===== config.mk =====
export PLATFORM = sky130hd
export DESIGN_NAME = instr_prefetch_unit
export DESIGN_NICKNAME = d
export VERILOG_FILES = /design/src/rtl/instr_prefetch_unit.sv
export SDC_FILE = /design/constraint.sdc
export NUM_CORES = 1
export LEC_CHECK = 0
export CAP_MARGIN = 20
export CORE_AREA = 2 2 182 184
export DETAILED_ROUTE_END_ITERATION = 10
export DIE_AREA = 0 0 184 186
export HOLD_SLACK_MARGIN = 0.12
export PLACE_DENSITY = 0.67
export SKIP_LAST_GASP = 1
export SLEW_MARGIN = 20
export SYNTH_ARGS = -nofsm -noshare
export SYNTH_HDL_FRONTEND = slang
export SYNTH_SLANG_ARGS = --single-unit

===== constraint.sdc =====
create_clock -name clk_i -period 10 [get_ports clk_i]
set_input_delay 1.5 -clock clk_i [delete_from_list [all_inputs] [get_ports clk_i]]
set_output_delay 1.5 -clock clk_i [all_outputs]
set_load 0.03 [all_outputs]

===== src/rtl/instr_prefetch_unit.sv =====
// Instruction prefetch stage: sequential fetch over req/gnt/rvalid,
// in-order {pc, instr} FIFO toward decode, redirect flush with discard.
module instr_prefetch_unit #(
  parameter int unsigned    DW       = 32,
  parameter int unsigned    DEPTH    = 4,
  parameter logic [DW-1:0]  RESET_PC = '0
) (
  input  logic          clk_i,
  input  logic          rst_i,
  output logic          imem_req_o,
  output logic [DW-1:0] imem_addr_o,
  input  logic          imem_gnt_i,
  input  logic          imem_rvalid_i,
  input  logic [DW-1:0] imem_rdata_i,
  input  logic          redirect_i,
  input  logic [DW-1:0] redirect_pc_i,
  input  logic          stall_i,
  output logic          instr_valid_o,
  output logic [DW-1:0] instr_o,
  output logic [DW-1:0] pc_o,
  output logic [DW-1:0] pc_plus_4_o
);

  localparam int unsigned AW = $clog2(DEPTH);
  localparam int unsigned CW = $clog2(DEPTH + 1);
  localparam logic [DW-1:0] NOP  = DW'(32'h0000_0013);
  localparam logic [DW-1:0] STEP = DW'(4);
  localparam logic [CW:0]   LIM  = (CW+1)'(DEPTH);

  logic [DW-1:0] r_fetch_pc;
  logic [DW-1:0] r_resp_pc;
  logic [DW-1:0] r_pc_mem  [DEPTH];
  logic [DW-1:0] r_ins_mem [DEPTH];
  logic [AW-1:0] r_rd_ptr;
  logic [AW-1:0] r_wr_ptr;
  logic [CW-1:0] r_occ;
  logic [CW-1:0] r_out;
  logic [CW-1:0] r_disc;

  logic [CW:0]   w_used;
  logic          w_req;
  logic          w_fire;
  logic          w_rsp;
  logic          w_drop;
  logic          w_push;
  logic          w_pop;
  logic          w_valid;
  logic [DW-1:0] w_redir_pc;

  // Credit counts in-flight requests too, so the FIFO can never overflow
  assign w_used     = {1'b0, r_occ} + {1'b0, r_out};
  assign w_req      = !rst_i && !redirect_i && (w_used < LIM);
  assign w_fire     = w_req && imem_gnt_i;
  assign w_rsp      = imem_rvalid_i && (r_out != '0);
  assign w_drop     = w_rsp && (r_disc != '0);
  assign w_push     = w_rsp && !w_drop && !redirect_i && !rst_i;
  assign w_valid    = (r_occ != '0) && !rst_i;
  assign w_pop      = w_valid && !stall_i && !redirect_i;
  assign w_redir_pc = redirect_pc_i & ~DW'(3);

  assign imem_req_o    = w_req;
  assign imem_addr_o   = r_fetch_pc;
  assign instr_valid_o = w_valid;
  assign instr_o       = w_valid ? r_ins_mem[r_rd_ptr] : NOP;
  assign pc_o          = w_valid ? r_pc_mem[r_rd_ptr] : '0;
  assign pc_plus_4_o   = pc_o + STEP;

  always_ff @(posedge clk_i) begin
    if (rst_i) begin
      r_fetch_pc <= RESET_PC;
      r_resp_pc  <= RESET_PC;
      r_rd_ptr   <= '0;
      r_wr_ptr   <= '0;
      r_occ      <= '0;
      r_out      <= '0;
      r_disc     <= '0;
    end else if (redirect_i) begin
      // Everything still in flight is wrong-path from here on
      r_fetch_pc <= w_redir_pc;
      r_resp_pc  <= w_redir_pc;
      r_rd_ptr   <= '0;
      r_wr_ptr   <= '0;
      r_occ      <= '0;
      r_out      <= r_out - CW'(w_rsp);
      r_disc     <= r_out - CW'(w_rsp);
    end else begin
      if (w_fire)
        r_fetch_pc <= r_fetch_pc + STEP;
      r_out <= r_out + CW'(w_fire) - CW'(w_rsp);
      if (w_drop)
        r_disc <= r_disc - CW'(1);
      if (w_push) begin
        r_resp_pc <= r_resp_pc + STEP;
        r_wr_ptr  <= r_wr_ptr + AW'(1);
      end
      if (w_pop)
        r_rd_ptr <= r_rd_ptr + AW'(1);
      r_occ <= r_occ + CW'(w_push) - CW'(w_pop);
    end
  end

  always_ff @(posedge clk_i) begin
    if (w_push) begin
      r_pc_mem[r_wr_ptr]  <= r_resp_pc;
      r_ins_mem[r_wr_ptr] <= imem_rdata_i;
    end
  end

endmodule


* Word-level counts from Yosys, hierarchy flattened
Memories as Yosys holds them, arrays and structs flattened. A register that Yosys moved wholly into a read port is not among the register bits.
Cells that the tools add are included.
** Word-level totals
- Flip-flop bits (word level) :: 77
- Bits in writable memories :: 256
- Logic and storage cells :: 61
- Memories kept :: 2
** Memory list
- r_ins_mem :: words 4, width 32, read ports 1, clocked after memory_dff 1, wr ports 1, line 33 : logic [DW-1:0] r_ins_mem [DEPTH];
- r_pc_mem :: words 4, width 32, read ports 1, clocked after memory_dff 1, wr ports 1, line 32 : logic [DW-1:0] r_pc_mem [DEPTH];
** Operators by class
- Add/sub/neg operators :: 12
- Magnitude comparators :: 1
- Muxes and demuxes :: 15
- Reductions and logical operators :: 22
** Operators with widths (count)
- two-way mux 32 bit :: 6
- adder 32 x 3 -> 32 bit, second input constant :: 3
- logical AND 1 bit :: 11
- two-way mux 3 bit :: 3
- nonzero test 3 bit :: 3
- subtractor 3 x 1 -> 3 bit :: 3
- two-way mux 2 bit :: 4
- adder 3 x 1 -> 3 bit :: 2
- nonzero test 2 bit :: 3
- adder 2 x 1 -> 2 bit, second input constant :: 2
- adder 3 x 3 -> 4 bit :: 1
- zero test 1 bit :: 4
- < comparator 4 x 3 -> 1 bit, second input constant :: 1
- subtractor 3 x 1 -> 3 bit, second input constant :: 1
- two-way mux 1 bit :: 2
- OR reduction 2 bit :: 1

* Longest topological paths before layout
Gate-level depths: netlist (run 1).
- Depth in word-level cells :: 9
- Gate-level depth with buffers :: 15
- Gate-level depth less buffers :: 13

* Least setup slack after synthesis (run 1)
OpenSTA, ideal clock, no wires.
- Path kind :: input to output
- From :: in rst_i
- To :: out pc_plus_4_o[22]
- Arrival :: 4.614 ns
- Data required time :: 8.500 ns
- Slack :: 3.886 ns
- Stages on the path :: 11
- Buffers on the path :: 1
- Cell sequence :: clkbuf_1 > nor2_2 > nand2_1 > inv_1 > ha_1 > nand2_1 > o22ai_1 > nand4_1 > nor4_2 > and4_1 > xor2_1
** Between the ends
- Word-level cells in the longest chain between the ends :: 4
** Ends and longest elaborated chain
- start, declared :: line 9 : input logic rst_i,
- zero test 1 bit :: line 57 : assign w_valid = (r_occ != '0) && !rst_i;
- logical AND 1 bit :: line 57
- named net instr_valid_o :: line 18 : output logic instr_valid_o,
- two-way mux 32 bit :: line 65 : assign pc_o = w_valid ? r_pc_mem[r_rd_ptr] : '0;
- named net pc_o[2] :: line 20 : output logic [DW-1:0] pc_o,
- adder 32 x 3 -> 32 bit :: line 66 : assign pc_plus_4_o = pc_o + STEP;
- end, declared :: line 21 : output logic [DW-1:0] pc_plus_4_o
The timed path passes the listed nets, and every way through them passes these cells.

* Final worst setup path (run 1)
- From :: in rst_i
- To :: out pc_plus_4_o[26]
** Between the ends
- Word-level cells in the longest chain between the ends :: 4
** Ends and longest elaborated chain (line)
- zero test 1 bit :: 57
- logical AND 1 bit :: 57
- two-way mux 32 bit :: 65
- adder 32 x 3 -> 32 bit :: 66
No other way between the ends.

==> reports/metrics.json, run 1 <==
{
  "required_ps": 8500,
  "global_route_wire_length_before_repair_um": 51200,
  "synth_simple_gate_area_share": 0.129,
  "wl_per_cell_um": 20.0,
  "grt.met3_usage": 0.0297,
  "finalSetupTns_ps": 0,
  "setup.worst_path.end_class": "output port",
  "syn_area_per_cell_um2": 13.8,
  "grt_use_met2": 0.304,
  "reg2regPathDepth": 13,
  "top_usage_layer": "met2",
  "grt_start_max_net_pins": 63,
  "synthTopCellsByCount": "sky130_fd_sc_hd__edfxtp_1, sky130_fd_sc_hd__nand2_1, sky130_fd_sc_hd__dfxtp_1, sky130_fd_sc_hd__and3_1, sky130_fd_sc_hd__nor2_1",
  "die_w_um": 184,
  "setup_viol": 0,
  "finClkSkew_ps": 32.9,
  "cp.arrival_ps": 5160,
  "max_stage_delay_ps": 690,
  "ys_top_cells_by_area": "sky130_fd_sc_hd__edfxtp_1, sky130_fd_sc_hd__dfxtp_1, sky130_fd_sc_hd__mux4_2",
  "grt_pass1_vias": 8935,
  "gp_routability_congestion": 0.854,
  "max_clock_freq_ghz": 0.150,
  "finish.instance_area_um2": 17800,
  "place_hpwl_um": 21200,
  "grt_antenna_before_repair": 0,
  "numCtsBuffers": 35,
  "edff_count_synth": 248,
  "post-synth-top-count-cell": "sky130_fd_sc_hd__edfxtp_1",
  "crit_chain": "buf_2 > inv_2 > buf_4 > and3_2 > ha_1 > nand2_1 > o22ai_1 > nand4_1 > nor3_1 > nand4_1 > xnor2_1 > clkdlybuf4s50_1",
  "cp_common_cell": "sky130_fd_sc_hd__nand4_1",
  "clk_pin_slew_worst_paths_ps": 60,
  "grt_overflow": 0,
  "worst_tran_pin_value_ps": 974,
  "design.die.area_um2": 34200,
  "synth_top_family_by_area": "simple AND/OR/NAND/NOR gates",
  "power.density_nw_per_um2": 174,
  "final.min_clock_period_ps": 6660,
  "synth.distinct_cells": 64,
  "final_hold_slack_ps": 510,
  "finish.net_count": 1317,
  "synth.yosys.warnings": 0,
  "final_max_slew_viol_count": 0,
  "std_cell_rows": 66,
  "antenna_violating_nets_post_route": 0,
  "overall_via_count_from_detail_route": 9426,
  "synthMuxAreaShare": 0.107,
  "min_period_over_period": 0.666,
  "placement.io_buffers": 191,
  "global_route.usage.total": 0.194,
  "mappedNetlistArea_um2": 14400,
  "cellLeakagePower_nw": 6.08,
  "ctsHtreeMaxLevel": 2,
  "crit_path_top_delay_cell": "sky130_fd_sc_hd__clkdlybuf4s50_1",
  "fraction_of_the_mapped_netlist_area_in_compound_gates": 0.0581,
  "ctsHoldBuffers": 0,
  "synth_adder_area_share": 0.0175,
  "dpl-instance-area_um2": 16600,
  "placeableCoreArea_um2": 32200,
  "synthXorXnorAreaFrac": 0.0353,
  "yosysSeqAreaShare": 0.621,
  "cts_sinks": 323,
  "post_drt_via_cell_ratio": 5.68,
  "areaGrowthSynthToFinish_pct": 23.3,
  "worstHoldPathType": "reg -> reg",
  "drtIter0Drc": 745,
  "asyncSetResetFlopFracSynth": 0,
  "final_routed_wirelength_um": 33200,
  "root_buffer": "sky130_fd_sc_hd__clkbuf_16",
  "clock_latency_ps": 520,
  "drc_errors": 0,
  "drt_pre_antenna_iters": 5,
  "tritoncts_clock_tree": "yes",
  "max-slew-margin-rel": 0.350,
  "post-synth-top-area-cell": "sky130_fd_sc_hd__edfxtp_1",
  "report.final.hold_viol_count": 0,
  "post_cts_buffers": 0,
  "cap_viol_max_count": 0,
  "initial_utilization": 0.447,
  "synth.ff_latch_count": 323,
  "cts.path.max_buffers": 3,
  "run_status": "completed",
  "layout-drive-gt1-share": 0.109,
  "floorplan.io_pins": 200,
  "critPathLaunchType": "primary input",
  "grt_setup_unrepaired": "no",
  "maximum_fanout_count_along_the_critical_path": 41,
  "groute.layer.met1.usage": 0.284,
  "peakVddDrop_uv": 94.6,
  "n_antenna_cell": 0,
  "die_h_um": 186,
  "worstHoldPathCells": 2,
  "post_cts.resized_instances": 0,
  "synth_flop_cell": "sky130_fd_sc_hd__edfxtp_1",
  "synth_largest_type_area_fraction": 0.517,
  "syn-instance-count": 1047,
  "critical_path_class": "in -> out"
}
-- final timing paths --
kind | startpoint | endpoint | slack [ps]
min reg2reg | r_wr_ptr[1] | r_wr_ptr[1] | 510
max | rst_i | pc_plus_4_o[26] | 3340
min | r_wr_ptr[1] | r_wr_ptr[1] | 510
max reg2reg | r_occ[1] | r_out[2] | 6370
-- registers in the layout, summed over array words and instances (netlist names), 3 cells and up, named ones only --
register and flops:
r_ins_mem 128, imem_addr_o 30, r_out 3, r_pc_mem 120, r_occ 3, r_disc 3
r_resp_pc 30
-- layout by cell type (no fill, tap or decap), drive strengths merged, types with 16 or more instances in the layout --
master,count
a21oi,24
nor3,19
xnor2,35
ha,17
dfxtp,75
o21ai,30
nand4,23
xor2,23
nor2,62
nand2,76
clkbuf,47
a31oi,37
clkdlybuf4s50,190
and3,69
inv,28
mux4,62
nand3,33
buf,16
edfxtp,248
-- critical path: cells and delay by family --
family                     cells  cell delay, ps
xor gates and xnor gates       1             170
buffers and inverters          4            1690
adders and majority gates      1             200
and+or+nand+nor                5            1380
AOI/OAI and AO/OA              1             210
-- layer usage --
layer,up-vias,part of all wire
li1,4397,-
met1,4627,0.46
met2,357,0.45
met3,45,0.065
met4,0,0.019
met5,-,0
-- cell families (layout without fill, tap and decap cells) --
family          count (synthesis)  count (layout)
mux                            70              70
compound gates                134             134
simple gates                  347             347
buf+inv                        95             295
other cells                     1               6
xor+xnor                       58              58
flops                         323             323
fa+ha+maj                      19              19
-- power by group --
group / leakage, nW / switching [mW] / internal (mW)
Combinational: 2.66 / 0.156 / 0.121
Clock: 0.557 / 0.503 / 0.777
Sequential: 2.87 / 0.0427 / 1.49
-- per-stage QoR --
| stage | utilization | instances | power [mW] | worst slack (ps) |
|---|---|---|---|---|
| floorplan | - | 1052 | 1.73 | 3890 |
| finish | 0.551 | 1660 | 3.09 | 3340 |
| global route | 0.551 | 1660 | 3.20 | 3030 |
| global placement | 0.516 | 1599 | 1.83 | 3300 |
| detailed placement | 0.516 | 1599 | 1.84 | 3280 |
| CTS | 0.551 | 1660 | 3.12 | 3280 |
-- final cells by class --
cell class	count	area (µm²)
inverters	28	105
fillers	2621	14400
repair buffers	206	2020
clock inverters	14	185
multi-input cells	634	5030
flip-flops and latches	323	8950
well taps	408	510
clock buffers	47	956
(Power assumes the default switching activity.)
==> run 2, diff against run 1 <==
- PLACE_DENSITY: 0.67 -> 0.7
- clock period: 10 -> 6.1 ns (I/O delays scaled with it)
==> reports/metrics.json, run 2 (synthesis results as in run 1) <==
{
  "root_buffer": "sky130_fd_sc_hd__clkbuf_16",
  "placeableCoreArea_um2": 32200,
  "clk_pin_slew_worst_paths_ps": 60,
  "initial_utilization": 0.447,
  "areaGrowthSynthToFinish_pct": 22.5,
  "crit_chain": "mux4_1 > and3_2 > ha_1 > nand2_1 > o22ai_1 > nand4_1 > nor3_1 > nand3_1 > xnor2_1 > clkdlybuf4s50_1",
  "gp_routability_congestion": 0.862,
  "std_cell_rows": 66,
  "wl_per_cell_um": 19.5,
  "run_status": "completed",
  "place_hpwl_um": 21100,
  "clock_latency_ps": 560,
  "post_cts.resized_instances": 0,
  "worst_tran_pin_value_ps": 1050,
  "grt_setup_unrepaired": "no",
  "regMostFlops": "r_ins_mem",
  "die_h_um": 186,
  "n_antenna_cell": 0,
  "grt_start_max_net_pins": 63,
  "maximum_fanout_count_along_the_critical_path": 32,
  "crit_path_top_delay_cell": "sky130_fd_sc_hd__dfxtp_4",
  "max_clock_freq_ghz": 0.189,
  "final_hold_slack_ps": 516,
  "post_cts_buffers": 0,
  "global_route.usage.total": 0.192,
  "drc_errors": 0,
  "critPathLaunchType": "flop",
  "reg.largest.list": "r_ins_mem x128, r_pc_mem x120",
  "critical_path_class": "reg -> out",
  "report.final.hold_viol_count": 0,
  "cellLeakagePower_nw": 6.03,
  "overall_via_count_from_detail_route": 9310,
  "finish.net_count": 1318,
  "setup_viol": 0,
  "max_stage_delay_ps": 730,
  "layout.cells.most_common": "sky130_fd_sc_hd__edfxtp_1",
  "finClkSkew_ps": 28.4,
  "final_routed_wirelength_um": 32400,
  "postLayoutCoreUtil": 0.548,
  "dpl-instance-area_um2": 16700,
  "die_w_um": 184,
  "grt_antenna_before_repair": 0,
  "final_max_slew_viol_count": 0,
  "global_route_wire_length_before_repair_um": 51300,
  "final.min_clock_period_ps": 5280,
  "placement.io_buffers": 191,
  "design.die.area_um2": 34200,
  "max-slew-margin-rel": 0.298,
  "antenna_violating_nets_post_route": 0,
  "drt_pre_antenna_iters": 5,
  "largest_reg_flops": 128,
  "power.density_nw_per_um2": 272,
  "floorplan.io_pins": 200,
  "required_ps": 5180,
  "grt_pass1_vias": 9164,
  "numCtsBuffers": 31,
  "finish.instance_area_um2": 17600,
  "layout-drive-gt1-share": 0.106,
  "cp.arrival_ps": 4360,
  "worstHoldPathType": "reg -> reg",
  "final_cell_mix": "sky130_fd_sc_hd__edfxtp_1, sky130_fd_sc_hd__clkdlybuf4s50_1, sky130_fd_sc_hd__nand2_1, sky130_fd_sc_hd__dfxtp_1, sky130_fd_sc_hd__and3_1",
  "filler_cell_count": 2626,
  "grt_overflow": 0,
  "cap_viol_max_count": 0,
  "tritoncts_clock_tree": "yes",
  "setup.worst_path.end_class": "output port",
  "finalSetupTns_ps": 0,
  "cts_sinks": 323,
  "cts.path.max_buffers": 3,
  "ctsHoldBuffers": 0,
  "peakVddDrop_uv": 207,
  "drtIter0Drc": 618,
  "post_drt_via_cell_ratio": 5.60,
  "ctsHtreeMaxLevel": 1,
  "min_period_over_period": 0.866
}
==> run 2: changes by cell type in the layout (fill, tap and decap cells not counted), sizes merged <==
cell / delta
buf: +5
bufinv: -2
clkbuf: -3
clkinvlp: +1
inv: +1
==> run 2: critical path: cells and delay by family (launching register included) <==
family          cells  cell delay [ps]
compound gates      1              220
simple gates        5             1340
mux                 1              400
fa+ha+maj           1              210
flops               1              730
buf+inv             1              690
xor+xnor            1              190
==> run 2: final timing paths <==
kind	start	end	slack, ps	depth (start not counted)
setup reg to reg	r_occ[1]	r_out[2]	2460	13
setup / recovery	flop	pc_plus_4_o[30]	820	10
hold reg to reg	r_wr_ptr[1]	r_wr_ptr[1]	520	2
hold / removal	r_wr_ptr[1]	r_wr_ptr[1]	520	2
==> run 2: through the flow <==
step	instances	total power, mW	setup slack, ps
detailed placement	1604	3.01	1220
floorplan	1052	2.83	1160
finish	1662	4.80	820
global placement	1604	3.00	1290
global route	1662	4.99	455
CTS	1662	4.84	731
==> run 2: layout make-up <==
type	instances	area, µm²	share of cell area
clock buffers	44	858	0.0486
clock inverters	14	123	0.00695
flip-flops and latches	323	8950	0.507
inverters	28	105	0.00596
well taps	408	510	0.0289
repair buffers	211	2070	0.117
multi-input cells	634	5030	0.285
==> run 2: layer usage <==
layer | vias to the layer above | global-route usage | share of wire
met5 | - | 0 | 0
met4 | 0 | 0.0333 | 0.012
met2 | 315 | 0.311 | 0.47
met3 | 29 | 0.0272 | 0.057
li1 | 4381 | - | -
met1 | 4585 | 0.281 | 0.46
==> run 2: where the power goes <==
part,internal [mW],switching [mW]
Clock,1.06,0.774
Combinational,0.198,0.254
Sequential,2.44,0.0693
Total,3.70,1.10
